### src/rtl/mac_result_collector_pkg.sv
// Shared types and helpers for the MAC result collector: accumulator width,
// FIFO entry tag and the signed-add overflow test.
package mac_result_collector_pkg;

  function automatic int calc_aw(input int bits, input int guard);
    return 2 * bits + guard;
  endfunction

  // A FIFO entry is {data, tag}; data width depends on parameters, so only the tag is fixed here
  typedef struct packed {
    logic is_acc;
    logic ovf;
  } entry_tag_t;

  localparam int TAG_W = $bits(entry_tag_t);

  function automatic logic add_ovf(input logic a_sign, input logic b_sign, input logic sum_sign);
    return (a_sign == b_sign) && (sum_sign != a_sign);
  endfunction

endpackage

### src/rtl/mac_result_collector_if.sv
// Issue/result/output bundle of the MAC result collector.
interface mac_result_collector_if
  import mac_result_collector_pkg::*;
#(
  parameter int BITS  = 32,
  parameter int GUARD = 8,
  parameter int DEPTH = 4
);
  localparam int AW = calc_aw(BITS, GUARD);
  localparam int CW = $clog2(DEPTH) + 1;

  logic              issue_valid;
  logic              issue_ready;
  logic              issue_acc;
  logic              issue_last;
  logic [2*BITS-1:0] dp_result;
  logic              out_valid;
  logic              out_ready;
  logic [AW-1:0]     out_data;
  logic              out_is_acc;
  logic              out_ovf;
  logic [CW-1:0]     count;

  modport slave (
    input  issue_valid, issue_acc, issue_last, dp_result, out_ready,
    output issue_ready, out_valid, out_data, out_is_acc, out_ovf, count
  );

  modport master (
    output issue_valid, issue_acc, issue_last, dp_result, out_ready,
    input  issue_ready, out_valid, out_data, out_is_acc, out_ovf, count
  );
endinterface

### src/rtl/mac_result_collector_chk.sv
// Structural invariants of the collector's output FIFO.
module mac_result_collector_chk #(
  parameter int DEPTH = 4
) (
  input logic                   clk,
  input logic                   rst,
  input logic                   push,
  input logic                   full,
  input logic [$clog2(DEPTH):0] count
);
  // Credit scheme guarantees a full FIFO is never pushed
  a_no_push_on_full: assert property (@(posedge clk) disable iff (rst) !(push && full));

  a_count_bound: assert property (@(posedge clk) disable iff (rst)
                                  count <= ($clog2(DEPTH)+1)'(DEPTH));
endmodule

### src/rtl/mac_result_fifo.sv
// Synchronous FIFO with occupancy count; head outputs come straight from flops,
// so a pushed word becomes visible the cycle after the push.
module mac_result_fifo #(
  parameter int W     = 8,
  parameter int DEPTH = 4
) (
  input  logic                   clk,
  input  logic                   rst,
  input  logic                   push,
  input  logic [W-1:0]           push_data,
  input  logic                   pop_ready,
  output logic                   head_valid,
  output logic [W-1:0]           head_data,
  output logic [$clog2(DEPTH):0] count,
  output logic                   full
);
  localparam int PW = $clog2(DEPTH);

  logic [W-1:0]  mem_q [DEPTH];
  logic [W-1:0]  mem_d [DEPTH];
  logic [PW-1:0] wr_ptr_q, wr_ptr_d;
  logic [PW-1:0] rd_ptr_q, rd_ptr_d;
  logic [PW:0]   count_q, count_d;
  logic          valid_q, valid_d;
  logic [W-1:0]  head_q, head_d;
  logic          pop_s;

  // Next storage/pointer state; head is looked up after this cycle's write
  always_comb begin
    mem_d    = mem_q;
    wr_ptr_d = wr_ptr_q;
    rd_ptr_d = rd_ptr_q;
    pop_s    = valid_q & pop_ready;
    if (push) begin
      mem_d[wr_ptr_q] = push_data;
      wr_ptr_d        = wr_ptr_q + PW'(1);
    end else begin
      wr_ptr_d = wr_ptr_q;
    end
    if (pop_s) begin
      rd_ptr_d = rd_ptr_q + PW'(1);
    end else begin
      rd_ptr_d = rd_ptr_q;
    end
    count_d = count_q + (PW+1)'(push) - (PW+1)'(pop_s);
    valid_d = (count_d != '0);
    head_d  = mem_d[rd_ptr_d];
  end

  // State registers
  always_ff @(posedge clk) begin
    if (rst) begin
      for (int i = 0; i < DEPTH; i++) begin
        mem_q[i] <= '0;
      end
      wr_ptr_q <= '0;
      rd_ptr_q <= '0;
      count_q  <= '0;
      valid_q  <= 1'b0;
      head_q   <= '0;
    end else begin
      mem_q    <= mem_d;
      wr_ptr_q <= wr_ptr_d;
      rd_ptr_q <= rd_ptr_d;
      count_q  <= count_d;
      valid_q  <= valid_d;
      head_q   <= head_d;
    end
  end

  assign head_valid = valid_q;
  assign head_data  = head_q;
  assign count      = count_q;
  assign full       = (count_q == (PW+1)'(DEPTH));

endmodule

### src/rtl/mac_result_collector.sv
// Tracks issue validity beside the MAC datapath, captures its result one cycle
// later, optionally accumulates, and queues outputs in a small FIFO.
module mac_result_collector
  import mac_result_collector_pkg::*;
#(
  parameter int BITS  = 32,
  parameter int GUARD = 8,
  parameter int DEPTH = 4
) (
  input logic                    clk,
  input logic                    rst,
  mac_result_collector_if.slave  bus
);
  localparam int AW = calc_aw(BITS, GUARD);
  localparam int CW = $clog2(DEPTH) + 1;
  localparam int EW = AW + TAG_W;

  logic                 s1_valid_q, s1_valid_d;
  logic                 s1_acc_q, s1_acc_d;
  logic                 s1_last_q, s1_last_d;
  logic signed [AW-1:0] acc_q, acc_d;
  logic                 ovf_q, ovf_d;

  logic                 fire_s;
  logic                 push_s;
  logic [AW-1:0]        push_data_s;
  entry_tag_t           push_tag_s;
  logic signed [AW-1:0] sx_s;
  logic signed [AW-1:0] sum_s;
  logic                 this_ovf_s;
  logic [EW-1:0]        head_s;
  logic                 head_valid_s;
  logic [CW-1:0]        count_s;
  logic                 full_s;
  entry_tag_t           head_tag_s;

  // The in-flight op holds a credit, so an issued result always has a FIFO slot
  assign bus.issue_ready = ((count_s + CW'(s1_valid_q)) < CW'(DEPTH));
  assign fire_s          = bus.issue_valid & bus.issue_ready;

  // Stage-1 tracking, accumulation and push selection
  always_comb begin
    s1_valid_d  = fire_s;
    s1_acc_d    = fire_s & bus.issue_acc;
    s1_last_d   = fire_s & bus.issue_last;
    acc_d       = acc_q;
    ovf_d       = ovf_q;
    push_s      = 1'b0;
    sx_s        = AW'($signed(bus.dp_result));
    sum_s       = acc_q + sx_s;
    this_ovf_s  = add_ovf(acc_q[AW-1], sx_s[AW-1], sum_s[AW-1]);
    push_data_s = sx_s;
    push_tag_s  = '0;
    if (s1_valid_q) begin
      case ({s1_acc_q, s1_last_q})
        2'b00, 2'b01: begin
          push_s = 1'b1;
        end
        2'b10: begin
          acc_d = sum_s;
          ovf_d = ovf_q | this_ovf_s;
        end
        2'b11: begin
          push_s            = 1'b1;
          push_data_s       = sum_s;
          push_tag_s.is_acc = 1'b1;
          push_tag_s.ovf    = ovf_q | this_ovf_s;
          acc_d             = '0;
          ovf_d             = 1'b0;
        end
        default: begin
          push_s = 1'b0;
        end
      endcase
    end else begin
      push_s = 1'b0;
    end
  end

  // Stage-1 and accumulator registers
  always_ff @(posedge clk) begin
    if (rst) begin
      s1_valid_q <= 1'b0;
      s1_acc_q   <= 1'b0;
      s1_last_q  <= 1'b0;
      acc_q      <= '0;
      ovf_q      <= 1'b0;
    end else begin
      s1_valid_q <= s1_valid_d;
      s1_acc_q   <= s1_acc_d;
      s1_last_q  <= s1_last_d;
      acc_q      <= acc_d;
      ovf_q      <= ovf_d;
    end
  end

  mac_result_fifo #(
    .W     (EW),
    .DEPTH (DEPTH)
  ) u_fifo (
    .clk        (clk),
    .rst        (rst),
    .push       (push_s),
    .push_data  ({push_data_s, push_tag_s}),
    .pop_ready  (bus.out_ready),
    .head_valid (head_valid_s),
    .head_data  (head_s),
    .count      (count_s),
    .full       (full_s)
  );

  mac_result_collector_chk #(
    .DEPTH (DEPTH)
  ) u_chk (
    .clk   (clk),
    .rst   (rst),
    .push  (push_s),
    .full  (full_s),
    .count (count_s)
  );

  assign head_tag_s     = head_s[TAG_W-1:0];
  assign bus.out_valid  = head_valid_s;
  assign bus.out_data   = head_s[EW-1:TAG_W];
  assign bus.out_is_acc = head_tag_s.is_acc;
  assign bus.out_ovf    = head_tag_s.ovf;
  assign bus.count      = count_s;

endmodule
### src/flat_wrapper.sv
// flat-port wrapper written by rule: the top's interface ports become plain ports
module mac_result_collector_flat import mac_result_collector_pkg::*;
#(
  parameter int BITS  = 32,
  parameter int GUARD = 8,
  parameter int DEPTH = 4
)
  (clk, rst, bus_issue_valid, bus_issue_acc, bus_issue_last, bus_dp_result, bus_out_ready, bus_issue_ready, bus_out_valid, bus_out_data, bus_out_is_acc, bus_out_ovf, bus_count);
  mac_result_collector_if #(.BITS(BITS), .GUARD(GUARD), .DEPTH(DEPTH)) bus_i ();
  input logic clk;
  input logic rst;
  input wire logic [$bits(bus_i.issue_valid)-1:0] bus_issue_valid;
  input wire logic [$bits(bus_i.issue_acc)-1:0] bus_issue_acc;
  input wire logic [$bits(bus_i.issue_last)-1:0] bus_issue_last;
  input wire logic [$bits(bus_i.dp_result)-1:0] bus_dp_result;
  input wire logic [$bits(bus_i.out_ready)-1:0] bus_out_ready;
  output wire logic [$bits(bus_i.issue_ready)-1:0] bus_issue_ready;
  output wire logic [$bits(bus_i.out_valid)-1:0] bus_out_valid;
  output wire logic [$bits(bus_i.out_data)-1:0] bus_out_data;
  output wire logic [$bits(bus_i.out_is_acc)-1:0] bus_out_is_acc;
  output wire logic [$bits(bus_i.out_ovf)-1:0] bus_out_ovf;
  output wire logic [$bits(bus_i.count)-1:0] bus_count;
  assign bus_i.issue_valid = bus_issue_valid;
  assign bus_i.issue_acc = bus_issue_acc;
  assign bus_i.issue_last = bus_issue_last;
  assign bus_i.dp_result = bus_dp_result;
  assign bus_i.out_ready = bus_out_ready;
  assign bus_issue_ready = bus_i.issue_ready;
  assign bus_out_valid = bus_i.out_valid;
  assign bus_out_data = bus_i.out_data;
  assign bus_out_is_acc = bus_i.out_is_acc;
  assign bus_out_ovf = bus_i.out_ovf;
  assign bus_count = bus_i.count;
  mac_result_collector #(.BITS(BITS), .GUARD(GUARD), .DEPTH(DEPTH)) u_core (.clk(clk), .rst(rst), .bus(bus_i));
endmodule
### config.mk
export PLATFORM = sky130hd
export DESIGN_NAME = mac_result_collector_flat
export DESIGN_NICKNAME = d
export VERILOG_FILES = /design/src/rtl/mac_result_collector_pkg.sv /design/src/rtl/mac_result_collector_if.sv /design/src/rtl/mac_result_collector_chk.sv /design/src/rtl/mac_result_fifo.sv /design/src/rtl/mac_result_collector.sv /design/src/flat_wrapper.sv
export SDC_FILE = /design/constraint.sdc
export NUM_CORES = 1
export LEC_CHECK = 0
export BUFFER_PORTS_ARGS = -buffer_cell sky130_fd_sc_hd__buf_4
export CAP_MARGIN = 20
export CORE_MARGIN = 10
export CORE_UTILIZATION = 55
export CTS_CLUSTER_DIAMETER = 50
export DETAILED_ROUTE_END_ITERATION = 8
export HOLD_SLACK_MARGIN = 0.08
export PLACE_DENSITY = 0.76
export SLEW_MARGIN = 0
export SYNTH_ARGS = -nofsm -noshare
export SYNTH_HDL_FRONTEND = slang
export SYNTH_SLANG_ARGS = --single-unit
### constraint.sdc
create_clock -name clk -period 3.32 [get_ports clk]
set_input_delay 0.166 -clock clk [delete_from_list [all_inputs] [get_ports clk]]
set_output_delay 0.166 -clock clk [all_outputs]
set_load 0.03 [all_outputs]
==> results of run 1 <==
## registers in the layout, summed over array words and instances (netlist names)
| register | flops |
|---|---|
| u_core.u_fifo.head_data | 74 |
| u_core.acc_q | 72 |
| u_core.s1_acc_q | 1 |
| u_core.u_fifo.count | 3 |
| u_core.s1_last_q | 1 |
| u_core.u_fifo.wr_ptr_q | 2 |
| u_core.u_fifo.mem_q | 296 |
| u_core.ovf_q | 1 |
| u_core.s1_valid_q | 1 |
| u_core.u_fifo.head_valid | 1 |
| u_core.u_fifo.rd_ptr_q | 2 |
## worst paths after layout
| path | start | endpoint | slack [ps] | cells after the start |
|---|---|---|---|---|
| min reg2reg | u_core.u_fifo.mem_q[221] | u_core.u_fifo.mem_q[221] | 450 | 2 |
| min | bus_dp_result[29] | u_core.u_fifo.mem_q[105] | 110 | 4 |
| max reg2reg | u_core.acc_q[0] | u_core.u_fifo.head_data[60] | -210 | 17 |
| max | u_core.acc_q[0] | u_core.u_fifo.head_data[60] | -210 | 17 |
## cells in the final DEF, fill, tap and decap left out, types with 39 or more instances in the layout
cell / n
sky130_fd_sc_hd__a21oi_1: 177
sky130_fd_sc_hd__a21o_1: 46
sky130_fd_sc_hd__o21ai_0: 158
sky130_fd_sc_hd__mux2i_1: 48
sky130_fd_sc_hd__ha_1: 64
sky130_fd_sc_hd__clkbuf_16: 52
sky130_fd_sc_hd__buf_4: 434
sky130_fd_sc_hd__dlygate4sd3_1: 39
sky130_fd_sc_hd__dfxtp_1: 452
sky130_fd_sc_hd__a211oi_1: 212
sky130_fd_sc_hd__a22oi_1: 84
sky130_fd_sc_hd__nand2_1: 127
sky130_fd_sc_hd__nor2_1: 411
## power by group
| part | leakage (nW) | switching (mW) | internal [mW] |
|---|---|---|---|
| combinational | 6.77 | 3.30 | 1.78 |
| clock | 0.759 | 2.39 | 3.08 |
| sequential | 3.68 | 0.254 | 5.96 |
## logic make-up after synthesis
family          count (synthesis)
xor+xnor                       76
flops                         454
simple gates                  752
compound gates               1050
buf+inv                       264
mux                            60
fa+ha+maj                      79
## area by class of cell
cell class / instances / area [µm²] / share of cell area
clock buffer: 73 / 1380 / 0.0476
multi-input combinational: 2017 / 13700 / 0.473
sequential: 454 / 9090 / 0.313
tap: 532 / 666 / 0.0229
inverter: 33 / 124 / 0.00427
clock inverter: 16 / 209 / 0.00720
timing repair buffer: 486 / 3830 / 0.132
## metal layers
metal / global-route usage / routed length [µm]
met3: 0.0621 / 8340
met2: 0.468 / 36700
met1: 0.409 / 33700
met4: 0.102 / 2120
met5: 0 / 0
## critical path: stages (launching register included)
cell and delay (ps):
sky130_fd_sc_hd__dfxtp_2 350, sky130_fd_sc_hd__ha_4 140, sky130_fd_sc_hd__inv_2 30, sky130_fd_sc_hd__fa_2 340, sky130_fd_sc_hd__nor2b_2 150, sky130_fd_sc_hd__o31a_1 190, sky130_fd_sc_hd__o2111ai_2 160, sky130_fd_sc_hd__buf_4 170
sky130_fd_sc_hd__a2111oi_4 400, sky130_fd_sc_hd__nor3_4 120, sky130_fd_sc_hd__o211ai_4 230, sky130_fd_sc_hd__nand2_2 110, sky130_fd_sc_hd__buf_4 170, sky130_fd_sc_hd__o21ai_2 140, sky130_fd_sc_hd__xor2_1 100, sky130_fd_sc_hd__mux2i_1 240
sky130_fd_sc_hd__buf_4 230, sky130_fd_sc_hd__o32ai_2 100
## metrics by stage
step | setup TNS, ps | util | hold slack (ps) | total power, mW | std cells
after CTS | -472 | 0.687 | 82.5 | 16.5 | 3593
after global routing | -15460 | 0.709 | 118 | 17.4 | 3611
after global placement | -5550 | 0.631 | 385 | 11.0 | 3461
after detailed placement | -12720 | 0.631 | 387 | 11.0 | 3461
final | -4900 | 0.709 | 114 | 16.8 | 3611
after floorplan | 0 | - | 288 | 9.13 | 2735
## timing repair
action / CTS / global route
buffers inserted: 7 / 20
resized for setup: 50 / 159
hold buffers: 36 / 3
pin swaps: 21 / 64
endpoints found under the hold margin: 113 / 5
endpoints found under the setup margin: 111 / 194
==> flow_summary.json, run 1 <==
{
  "synth_area_leader_cell": "sky130_fd_sc_hd__dfxtp_1",
  "area_growth_pct": 27.3,
  "number_of_max_capacitance_violations_reported": 0,
  "path_class": "flip-flop to flip-flop",
  "placementRows": 74,
  "clk_latency_ps": 630,
  "dr.first_iter.drc_count": 3060,
  "pre_cts_slack_ps": -358,
  "crit_path_start_kind": "flip-flop",
  "fin_skew_ps": 30.3,
  "timing.final.crit_period_ps": 3530,
  "yosysWarningCount": 0,
  "clockRootBuffer": "sky130_fd_sc_hd__clkbuf_16",
  "synth_area_per_cell_um2": 8.33,
  "cts_tree": "built",
  "outcome": "complete, but fails checks",
  "post_synth_instance_area_mm2": 0.0228,
  "mean_number_of_vias_per_cell": 6.47,
  "detail_route.wirelength_mm": 80.8,
  "design_area_mm2": 0.0290,
  "timing.fmax_mhz": 283,
  "gr-usage-all-layers": 0.301,
  "numClockSinks": 454,
  "via_count_of_the_first_global_routing_pass": 22059,
  "final.setup.worst_slack_ps": -213,
  "placed_cell_area_mm2": 0.0258,
  "drive_above_1_share": 0.237,
  "clock_tree.buffer_depth": 3,
  "grt_antenna_before_repair": 1,
  "tritoncts.num_buffers": 52,
  "synth-compound-area-share": 0.310,
  "synth_adder_area_share": 0.0440,
  "synthMostInstantiatedCell": "sky130_fd_sc_hd__dfxtp_1",
  "synth_largest_type_area_fraction": 0.399,
  "min_path_type": "input port to flip-flop",
  "critical_path.max_fanout": 5,
  "globalplace.congestion": 0.982,
  "final-setup-viol-count": 65,
  "synthCells": 2735,
  "place_hpwl_mm": 54.8,
  "combinational_family_with_the_most_area_after_synthesis": "compound AO/OA/AOI/OAI gates",
  "synth_seq_area_share": 0.399,
  "detail_route.wl_per_cell_um": 22.4,
  "ys_top_cells_by_count": "sky130_fd_sc_hd__dfxtp_1, sky130_fd_sc_hd__nor2_1, sky130_fd_sc_hd__a211oi_1",
  "async_set_or_reset_register_ratio_after_synthesis": 0,
  "synth_xor_area_frac": 0.0295,
  "synth_fp_nets": 2884,
  "yosys.area_share.simple": 0.144,
  "synth.distinct_cells": 91,
  "final-hold-violation-count": 0,
  "ranking_of_synthesized_cells_by_area": "sky130_fd_sc_hd__dfxtp_1, sky130_fd_sc_hd__a211oi_1, sky130_fd_sc_hd__nor2_1",
  "insertedDiodeCount": 0,
  "worst_ep_required_time_ps": 3780,
  "p_leak_nw": 11.2,
  "tightest_slew_ps": 1020,
  "cts-htree-levels": 2,
  "gr-total-overflow": 0,
  "design.final.nets": 3193,
  "grt_start_max_net_pins": 171,
  "worstPathArrival_ps": 4000,
  "detailedRoute.firstPassIterationCount": 6,
  "design.portCount": 149,
  "start_util": 0.557,
  "min_period_over_period": 1.06,
  "total_number_of_vias": 23363,
  "die_area_mm2": 0.0500,
  "numPortBuffers": 148,
  "power.density_mw_per_mm2": 578,
  "antenna_violating_nets_post_route": 0,
  "worst_ir_drop_vdd_mv": 0.470,
  "final-max-slew-violation-count": 0,
  "core_mm2": 0.0409,
  "n_fill_cell": 3205,
  "fp.dieW_um": 224,
  "grt_setup_unrepaired": "yes",
  "drc_errors": 0,
  "synth.mux.area_fraction": 0.0266,
  "post_cts_clock_slew_at_the_launch_and_capture_registers_of_the_worst_setup_and_hold_paths_ps": 60,
  "worst_setup_path_end_kind": "flip-flop",
  "vertical_die_dimension_um": 224,
  "violations": "negative setup slack",
  "synth.ff_latch_count": 454,
  "synth_flop_cell": "sky130_fd_sc_hd__dfxtp_1",
  "synth_edf_count": 0,
  "timing.slew.headroom": 0.317,
  "global_route_wire_length_before_repair_mm": 123
}
Note: power is estimated with default switching activity, not from simulation.
==> inputs of run 2 (changes only) <==
--- a/config.mk
+++ b/config.mk
@@ -17,3 +17,4 @@
 export SYNTH_ARGS = -nofsm -noshare
 export SYNTH_HDL_FRONTEND = slang
 export SYNTH_SLANG_ARGS = --single-unit
+export TNS_END_PERCENT = 50
==> run 2 against run 1 <==
Effect of this change:
- count of clock-buffer cells in the layout is the same
- register-to-register slack is essentially flat
- the flow still finishes with violations (negative setup slack)
- sequential power barely moved
- die area unchanged
- sequential cell count did not move
- critical endpoint unchanged
- cell count unchanged
- via count increased by 0.21%
- largest cell class unchanged
==> flow_summary.json, run 2 (same netlist as run 1, synthesis figures left out) <==
{
  "fp.dieW_um": 224,
  "clock_tree.buffer_depth": 3,
  "worst_path_dominant_cell_family": "compound AO/OA/AOI/OAI gates",
  "mean_number_of_vias_per_cell": 6.48,
  "numPortBuffers": 148,
  "die_area_mm2": 0.0500,
  "critical_path.max_fanout": 5,
  "area_growth_pct": 27.1,
  "largest_reg_flops": 296,
  "slowest_delay_ps": 400,
  "timing.slew.headroom": 0.309,
  "design.final.nets": 3193,
  "grt_start_max_net_pins": 171,
  "layout.cells.most_common": "sky130_fd_sc_hd__dfxtp_1",
  "min_path_type": "input port to flip-flop",
  "insertedDiodeCount": 0,
  "timing.final.crit_period_ps": 3530,
  "gr-total-overflow": 0,
  "tritoncts.num_buffers": 52,
  "min_period_over_period": 1.06,
  "cells_along_the_critical_path": "ha_4, inv_2, fa_2, nor2b_2, o31a_1, o2111ai_2, buf_4, a2111oi_4, nor3_4, o211ai_4, nand2_2, buf_4, o21ai_2, xor2_1, mux2i_1, buf_4, o32ai_2",
  "final-max-slew-violation-count": 0,
  "reg2reg_slack_ps": -210,
  "timing.fmax_mhz": 283,
  "max_flop_register": "u_core.u_fifo.mem_q",
  "globalplace.congestion": 0.982,
  "antenna_violating_nets_post_route": 0,
  "via_count_of_the_first_global_routing_pass": 22065,
  "post_cts_clock_slew_at_the_launch_and_capture_registers_of_the_worst_setup_and_hold_paths_ps": 60,
  "numClockSinks": 454,
  "worst_setup_path_end_kind": "flip-flop",
  "violations": "negative setup slack",
  "worst_ep_required_time_ps": 3830,
  "worstPathArrival_ps": 4040,
  "dr.first_iter.drc_count": 2999,
  "place_hpwl_mm": 54.8,
  "final-setup-viol-count": 62,
  "cts_tree": "built",
  "critPathSlowestCell": "sky130_fd_sc_hd__a2111oi_4",
  "global_route_wire_length_before_repair_mm": 123,
  "grt_antenna_before_repair": 1,
  "total_number_of_vias": 23412,
  "clk_latency_ps": 630,
  "n_fill_cell": 3220,
  "outcome": "complete, but fails checks",
  "start_util": 0.557,
  "timing.setup.tns_ps": -4750,
  "worst_ir_drop_vdd_mv": 0.470,
  "final-hold-violation-count": 0,
  "detail_route.wirelength_mm": 80.7,
  "grt_setup_unrepaired": "yes",
  "gr-usage-all-layers": 0.301,
  "crit_path_start_kind": "flip-flop",
  "vertical_die_dimension_um": 224,
  "fin_skew_ps": 28.3,
  "number_of_max_capacitance_violations_reported": 0,
  "drive_above_1_share": 0.234,
  "final_core_util": 0.708,
  "mostFrequentLayoutCells": "sky130_fd_sc_hd__dfxtp_1, sky130_fd_sc_hd__buf_4, sky130_fd_sc_hd__nor2_1",
  "design.portCount": 149,
  "detailedRoute.firstPassIterationCount": 8,
  "path_buf_inv": 4,
  "detail_route.wl_per_cell_um": 22.3,
  "power.density_mw_per_mm2": 578,
  "crit_path_frequent_cell": "sky130_fd_sc_hd__buf_4",
  "final.setup.worst_slack_ps": -211,
  "multiInputGateArea_mm2": 0.0137,
  "path_class": "flip-flop to flip-flop",
  "clockRootBuffer": "sky130_fd_sc_hd__clkbuf_16",
  "cts-htree-levels": 2,
  "tightest_slew_ps": 1040,
  "core_mm2": 0.0409,
  "drc_errors": 0,
  "ff_latch_area_mm2": 0.00909,
  "placementRows": 74,
  "p_leak_nw": 11.2
}
## run 2: through the flow
| step | cells | hold WS (ps) | instance area, µm² | setup WS [ps] | total power, mW |
|---|---|---|---|---|---|
| final | 3611 | 104 | 29000 | -211 | 16.7 |
| after global routing | 3611 | 109 | 29000 | -302 | 17.4 |
| after CTS | 3593 | 82.5 | 28100 | -57.3 | 16.5 |
| after detailed placement | 3461 | 387 | 25800 | -358 | 11.0 |
| after global placement | 3461 | 385 | 25800 | -242 | 11.0 |
| after floorplan | 2735 | 288 | 22800 | 62.9 | 9.13 |
## run 2: layout make-up
cell class              instances  share of cell area
clock inverters                16             0.00722
inverters                      33             0.00428
flip-flops and latches        454               0.314
repair buffers                486               0.132
well taps                     532              0.0230
multi-input cells            2017               0.472
clock buffers                  73              0.0477
## run 2: what timing repair did
item                                   CTS  global route
resized for setup                       49           145
setup buffers                            7            19
endpoints found under the hold margin  113             5
setup endpoints to repair              111           195
pin swaps                               20            60
hold buffers                            36             3
## run 2: path summary, 6_finish.rpt
check	from	depth (start not counted)	endpoint
worst max-delay path	u_core.acc_q[0]	17	u_core.u_fifo.head_data[60]
worst min-delay path	bus_dp_result[10]	4	u_core.u_fifo.mem_q[86]
worst max register to register	u_core.acc_q[0]	17	u_core.u_fifo.head_data[60]
worst min register to register	u_core.u_fifo.mem_q[221]	2	u_core.u_fifo.mem_q[221]
## run 2: power by group
| part | internal [mW] | switching [mW] |
|---|---|---|
| Sequential | 5.96 | 0.254 |
| Clock | 3.08 | 2.39 |
| Combinational | 1.78 | 3.28 |
| Total | 10.8 | 5.93 |
## run 2: routing by layer
layer	global-route usage	routed length [µm]	part of all wire
met1	0.408	33800	0.42
met5	0	0	0
met3	0.0638	7970	0.099
met4	0.102	2260	0.028
met2	0.468	36600	0.45
## run 2: worst reg2reg max path: stages, from the launching register on
cell                        delay (ps)
sky130_fd_sc_hd__dfxtp_2           350
sky130_fd_sc_hd__ha_4              140
sky130_fd_sc_hd__inv_2              40
sky130_fd_sc_hd__fa_2              340
sky130_fd_sc_hd__nor2b_2           150
sky130_fd_sc_hd__o31a_1            190
sky130_fd_sc_hd__o2111ai_2         160
sky130_fd_sc_hd__buf_4             180
sky130_fd_sc_hd__a2111oi_4         400
sky130_fd_sc_hd__nor3_4            120
sky130_fd_sc_hd__o211ai_4          230
sky130_fd_sc_hd__nand2_2           110
sky130_fd_sc_hd__buf_4             170
sky130_fd_sc_hd__o21ai_2           140
sky130_fd_sc_hd__xor2_1            230
sky130_fd_sc_hd__mux2i_1           150
sky130_fd_sc_hd__buf_4             200
sky130_fd_sc_hd__o32ai_2           130
